[config.mk]
export PLATFORM = sky130hd
export DESIGN_NAME = breg_cycle_ctl
export DESIGN_NICKNAME = d
export VERILOG_FILES = /design/src/rtl/breg_cycle_ctl.sv
export SDC_FILE = /design/constraint.sdc
export NUM_CORES = 1
export LEC_CHECK = 0
export BUFFER_PORTS_ARGS = -buffer_cell sky130_fd_sc_hd__buf_2
export CORE_MARGIN = 3
export CORE_UTILIZATION = 50
export CTS_CLUSTER_DIAMETER = 60
export CTS_CLUSTER_SIZE = 8
export DETAILED_ROUTE_END_ITERATION = 16
export GPL_ROUTABILITY_DRIVEN = 1
export GPL_TIMING_DRIVEN = 0
export HOLD_SLACK_MARGIN = 0.05
export PLACE_DENSITY_LB_ADDON = 0.25
export SYNTH_ARGS = -nofsm -noshare
export SYNTH_HDL_FRONTEND = slang
export SYNTH_SLANG_ARGS = --single-unit
[constraint.sdc]
create_clock -name CCLK -period 2 [get_ports CCLK]
set_input_delay 0.1 -clock CCLK [delete_from_list [all_inputs] [get_ports CCLK]]
set_output_delay 0.1 -clock CCLK [all_outputs]
set_load 0.01 [all_outputs]
[src/rtl/breg_cycle_ctl.sv]
// -----------------------------------------------------------------------------
// breg_cycle_ctl
//
// Bus-cycle sequencer and arbiter in front of the board register decoder.
// A level-sensitive bus select is turned into a one-cycle settle phase, a
// wait-stated register strobe and then DTACK (or BERR when the decoder does
// not claim the address). The decoder is shared with the internal CREG serial
// engine using round-robin arbitration. Every output is registered.
//
// Ports:
//   CCLK         in   clock
//   RESET_n      in   synchronous reset, active low
//   SBSELECT     in   bus cycle select, level, high for the whole cycle
//   SBREAD_n     in   bus direction (0 = read), sampled in SETTLE
//   A[8:0]       in   address bits [10:2], sampled in SETTLE
//   DTACK_REQ_n  in   decoder: 0 = address decoded
//   CREG_REQ     in   CREG engine request, level
//   CREG_GNT     out  grant to CREG engine
//   STRB_n       out  decoder strobe qualifier, active low
//   RD_LATCH     out  one-cycle read-data latch pulse
//   DTACK_n      out  bus acknowledge, active low
//   BERR_n       out  bus error, active low
//   TMO          out  sticky timeout flag, cleared only by reset
//   BUSY         out  sequencer not idle
// -----------------------------------------------------------------------------
module breg_cycle_ctl #(
    parameter int unsigned WS_REG  = 2,   // strobe cycles, ordinary registers (1..15)
    parameter int unsigned WS_FIFO = 4,   // strobe cycles, FIFO registers (1..15)
    parameter int unsigned TIMEOUT = 200  // max hold cycles in ACK/ERR/GRANT (1..255)
) (
    input  logic       CCLK,
    input  logic       RESET_n,
    input  logic       SBSELECT,
    input  logic       SBREAD_n,
    input  logic [8:0] A,
    input  logic       DTACK_REQ_n,
    input  logic       CREG_REQ,
    output logic       CREG_GNT,
    output logic       STRB_n,
    output logic       RD_LATCH,
    output logic       DTACK_n,
    output logic       BERR_n,
    output logic       TMO,
    output logic       BUSY
);

    typedef enum logic [2:0] {
        StIdle,
        StSettle,
        StStrb,
        StAck,
        StErr,
        StGrant
    } state_t;

    localparam logic [3:0] WsReg   = 4'(WS_REG);
    localparam logic [3:0] WsFifo  = 4'(WS_FIFO);
    localparam logic [7:0] TmoLast = 8'(TIMEOUT - 1);

    state_t     r_state, w_state_d;
    logic [3:0] r_ws_cnt, w_ws_cnt_d;    // strobe cycles remaining, including current
    logic [7:0] r_tmo_cnt, w_tmo_cnt_d;  // cycles already spent in ACK/ERR/GRANT
    logic       r_rd, w_rd_d;
    logic       r_last_creg, w_last_creg_d;
    logic       r_rearm, w_rearm_d;      // bus select has been seen low since last timeout
    logic       r_tmo, w_tmo_d;

    logic       w_strb_n_d, w_rd_latch_d, w_dtack_n_d, w_berr_n_d, w_gnt_d, w_busy_d;
    logic       r_strb_n, r_rd_latch, r_dtack_n, r_berr_n, r_gnt, r_busy;

    logic       w_bus_req;
    logic       w_tmo_hit;
    logic       w_fifo;
    logic       w_unused_a;

    assign w_bus_req  = SBSELECT & r_rearm;
    assign w_tmo_hit  = (r_tmo_cnt == TmoLast);
    assign w_fifo     = (A[6:4] == 3'b111);
    assign w_unused_a = ^{A[8:7], A[3:0]};

    // State and registered outputs.
    always_ff @(posedge CCLK) begin
        if (!RESET_n) begin
            r_state     <= StIdle;
            r_ws_cnt    <= 4'd0;
            r_tmo_cnt   <= 8'd0;
            r_rd        <= 1'b0;
            r_last_creg <= 1'b1;
            r_rearm     <= 1'b1;
            r_tmo       <= 1'b0;
            r_strb_n    <= 1'b1;
            r_rd_latch  <= 1'b0;
            r_dtack_n   <= 1'b1;
            r_berr_n    <= 1'b1;
            r_gnt       <= 1'b0;
            r_busy      <= 1'b0;
        end else begin
            r_state     <= w_state_d;
            r_ws_cnt    <= w_ws_cnt_d;
            r_tmo_cnt   <= w_tmo_cnt_d;
            r_rd        <= w_rd_d;
            r_last_creg <= w_last_creg_d;
            r_rearm     <= w_rearm_d;
            r_tmo       <= w_tmo_d;
            r_strb_n    <= w_strb_n_d;
            r_rd_latch  <= w_rd_latch_d;
            r_dtack_n   <= w_dtack_n_d;
            r_berr_n    <= w_berr_n_d;
            r_gnt       <= w_gnt_d;
            r_busy      <= w_busy_d;
        end
    end

    // Next-state logic.
    always_comb begin
        w_state_d     = r_state;
        w_ws_cnt_d    = r_ws_cnt;
        w_tmo_cnt_d   = r_tmo_cnt;
        w_rd_d        = r_rd;
        w_last_creg_d = r_last_creg;
        w_tmo_d       = r_tmo;
        w_rearm_d     = r_rearm | ~SBSELECT;

        unique case (r_state)
            StIdle: begin
                // On a tie the requester that did not win last time goes.
                if (w_bus_req && (!CREG_REQ || r_last_creg)) begin
                    w_state_d     = StSettle;
                    w_last_creg_d = 1'b0;
                end else if (CREG_REQ) begin
                    w_state_d     = StGrant;
                    w_last_creg_d = 1'b1;
                    w_tmo_cnt_d   = 8'd0;
                end
            end
            StSettle: begin
                if (!SBSELECT) begin
                    w_state_d = StIdle;
                end else begin
                    w_rd_d     = ~SBREAD_n;
                    w_ws_cnt_d = w_fifo ? WsFifo : WsReg;
                    if (!DTACK_REQ_n) begin
                        w_state_d = StStrb;
                    end else begin
                        w_state_d   = StErr;
                        w_tmo_cnt_d = 8'd0;
                    end
                end
            end
            StStrb: begin
                if (!SBSELECT) begin
                    w_state_d = StIdle;
                end else if (r_ws_cnt == 4'd1) begin
                    w_state_d   = StAck;
                    w_tmo_cnt_d = 8'd0;
                end else begin
                    w_ws_cnt_d = r_ws_cnt - 4'd1;
                end
            end
            StAck, StErr: begin
                if (!SBSELECT) begin
                    w_state_d = StIdle;
                end else if (w_tmo_hit) begin
                    // Select still high: ignore it until it has been seen low.
                    w_state_d = StIdle;
                    w_tmo_d   = 1'b1;
                    w_rearm_d = 1'b0;
                end else begin
                    w_tmo_cnt_d = r_tmo_cnt + 8'd1;
                end
            end
            StGrant: begin
                if (!CREG_REQ) begin
                    w_state_d = StIdle;
                end else if (w_tmo_hit) begin
                    w_state_d = StIdle;
                    w_tmo_d   = 1'b1;
                end else begin
                    w_tmo_cnt_d = r_tmo_cnt + 8'd1;
                end
            end
            default: begin
                w_state_d = StIdle;
            end
        endcase
    end

    // Output decode from the next state, so every output comes straight off a flop.
    always_comb begin
        w_strb_n_d   = (w_state_d != StStrb);
        w_rd_latch_d = (w_state_d == StStrb) && (w_ws_cnt_d == 4'd1) && w_rd_d;
        w_dtack_n_d  = (w_state_d != StAck);
        w_berr_n_d   = (w_state_d != StErr);
        w_gnt_d      = (w_state_d == StGrant);
        w_busy_d     = (w_state_d != StIdle);
    end

    assign STRB_n   = r_strb_n;
    assign RD_LATCH = r_rd_latch;
    assign DTACK_n  = r_dtack_n;
    assign BERR_n   = r_berr_n;
    assign CREG_GNT = r_gnt;
    assign BUSY     = r_busy;
    assign TMO      = r_tmo;

endmodule

==> out/qor.txt <==
clock root buffer: clkbuf_4
WP data arrival: 2.28 ns
Setup WS post-layout: -0.01762 ns
Cell Area, Synth: 1434 um2
FF-to-FF setup slack: -0.02 ns
Rows: 18
synth unique cells: 50
Net Count, Synth: 189
DRT iter0 DRCs: 68
worst slew pin tran: 0.4513 ns
deepest clock path buffer count: 2
Final Skew: 0.01212 ns
TritonCTS clock tree: built
synth warn: 0
layout cell share with drive strength beyond 1: 29.23%
FF+latch count, synth: 25
Critical Path RT: 2.26 ns
RSZ-0062 raised after global routing: true
DRC viols: 0
worst vdd ir: 0.5237 mV
clk slew on worst S/H paths: 0.14 ns
PwrDens: 609.6 nW/um2
Post-synth ARST share: 0%
commonest non-fill, non-tap cells in the layout: 23 x dfxtp_1, 19 x buf_2, 13 x o21ai_0
Setup TNS Final: -0.01762 ns
final instance count without filler cells: 225
Final Max Slew Viols: 0
DP HPWL: 2432 um
first-pass GRT wire length: 5975 um
Tcrit/Tclk final: 100.9%
effective utilization at floorplan: 55.36%
Crit Path Max Fanout: 7
most common cell after layout, fill and taps aside: dfxtp_1
cells after synthesis: 171
Avg WL per Cell: 15.76 um
final hold violations: 0
post-synthesis sequential area ratio: 34.90%
Placer Congestion: 0.8888
routed via count: 1392
nets@finish: 214
slew margin rel.: 69.91%
Avg Vias per Cell: 6.187
ANT nets after route: 0
initial antenna violation count: 0
# hold bufs at CTS: 0
# H-tree levels: 1
Die X: 59.55 um
Detailed Routing Iterations Pass 1: 4
P_leak: 0.6247 nW
vias in the first global route: 1341
Worst-Skew Late Latency: 0.33 ns
crit path launch type: flip-flop
grt total ovfl: 0
achievable frequency: 0.4956 GHz
Mapped Avg Cell Area: 8.385 um2
min Tclk post-route: 2.018 ns
Ant. Diodes: 0
Port-buffer cells: 15
Crit Path Category: flip-flop to flip-flop
Total GRT Usage: 21.70%
Hold WC Path Type: primary input to flip-flop
CTS buffer count: 3
Area Overhead vs Synth: 17.71%
CORE AREA: 2590 um2
# setup viols final: 1
CTS sink count: 25
# IOs: 22
largest net degree at the start of global routing: 14
Die Y-Extent: 59.55 um
routed wire length: 3545 um
Die Area: 3546 um2
failing checks: setup timing
Cells after DPL: 216
leading register cell type out of synthesis: dfxtp_1
max cap viols: 0
status: finished, violations left
Post-synth EDFFs: 0
Critical Path End Type: flip-flop
[sequential cells by signal (all words and copies together) (netlist names)]
| name | cells |
|---|---|
| TMO | 1 |
| DTACK_n | 1 |
| r_ws_cnt | 4 |
| r_rearm | 1 |
| r_tmo_cnt | 8 |
| RD_LATCH | 1 |
| STRB_n | 1 |
| r_last_creg | 1 |
| r_state | 3 |
| CREG_GNT | 1 |
| r_rd | 1 |
| BUSY | 1 |
| BERR_n | 1 |
[cell families (layout without fill, tap and decap cells)]
kind of cell               after synthesis  in the layout  share of synthesized area (%)
and+or+nand+nor                         71             71                          31.50
DFF                                     25             25                          34.90
buffers and inverters                   20             44                          6.632
xor gates and xnor gates                 2              2                          1.222
AOI/OAI and AO/OA                       48             48                          21.64
adders and majority gates                3              3                          2.618
muxes                                    2              2                          1.483
[layout make-up]
cell class              instances  area, um2
multi-input cells             126      903.4
fillers                       202      902.1
flip-flops and latches         25      508.0
repair buffers                 20      110.1
plain buffers                  10      62.56
inverters                      10      40.04
well taps                      30      37.54
clock buffers                   4      26.28
[Yosys cell counts (all sizes together), types with 3 or more instances]
cell type	number	area share [%]
a31oi	3	1.3
and2	5	2.2
nand3	6	2.1
inv	10	2.6
buf	6	3.0
or3	6	3.1
a211oi	3	1.6
a21oi	10	3.5
nand4	4	1.7
dfxtp	25	35
or3b	3	1.8
ha	3	2.6
nand2b	5	2.2
o21ai	14	5.1
clkbuf	4	1.0
o31ai	5	2.6
or4	5	2.6
nor2	10	2.6
nand2	11	2.9
[worst max-delay path, stage by stage, from the launching register on]
cell and delay [ns]:
dfxtp_4 0.38, inv_4 0.06, ha_4 0.12, nor3b_4 0.21, o22ai_2 0.13, or3_4 0.39
or4_4 0.53, a21oi_2 0.14
[routing by layer]
| metal | part of all wire [%] | track usage, % | vias up |
|---|---|---|---|
| met3 | 7.0 | 3.486 | 7 |
| met1 | 44 | 29.83 | 653 |
| met4 | 1.5 | 6.962 | 0 |
| li1 | - | - | 680 |
| met2 | 47 | 34.63 | 52 |
| met5 | 0 | 0 | - |
[timing repair]
action / CTS / global route
pin swaps: 5 / 4
cloned: 1 / 0
endpoints found under the setup margin: 15 / 14
resized for setup: 9 / 11
hold endpoints to repair: 0 / 0
buffers inserted: 4 / 0
[final timing paths]
check / from / endpoint / depth (start not counted)
max: r_ws_cnt[1]$_SDFF_PN0_ / r_tmo_cnt[3]$_SDFFE_PN0P_ / 7
min: RESET_n / r_state[0]$_SDFF_PN0_ / 3
max reg2reg: r_ws_cnt[1]$_SDFF_PN0_ / r_tmo_cnt[3]$_SDFFE_PN0P_ / 7
min reg2reg: TMO$_SDFFE_PN0P_ / TMO$_SDFFE_PN0P_ / 1
[report_power, final]
part / switching (mW) / internal, mW
registers: 0.0133 / 0.518
clock network: 0.152 / 0.0782
logic: 0.149 / 0.118
[metrics by stage]
stage          worst slack, ns  area (um2)  total power, mW  hold WS [ns]  utilization, %
6_report              -0.01762        1688            1.029       0.07476           65.17
3_3_place_gp           -0.2727        1550           0.7628        0.4049           59.86
4_1_cts               0.005391        1648            1.015       0.08251           63.62
2_1_floorplan         0.009155        1438           0.7106        0.2620               -
3_5_place_dp           -0.3760        1550           0.7716        0.4270           59.86
5_1_grt               -0.07907        1688            1.081       0.08481           65.17
Power figures use the tool's default switching activity.
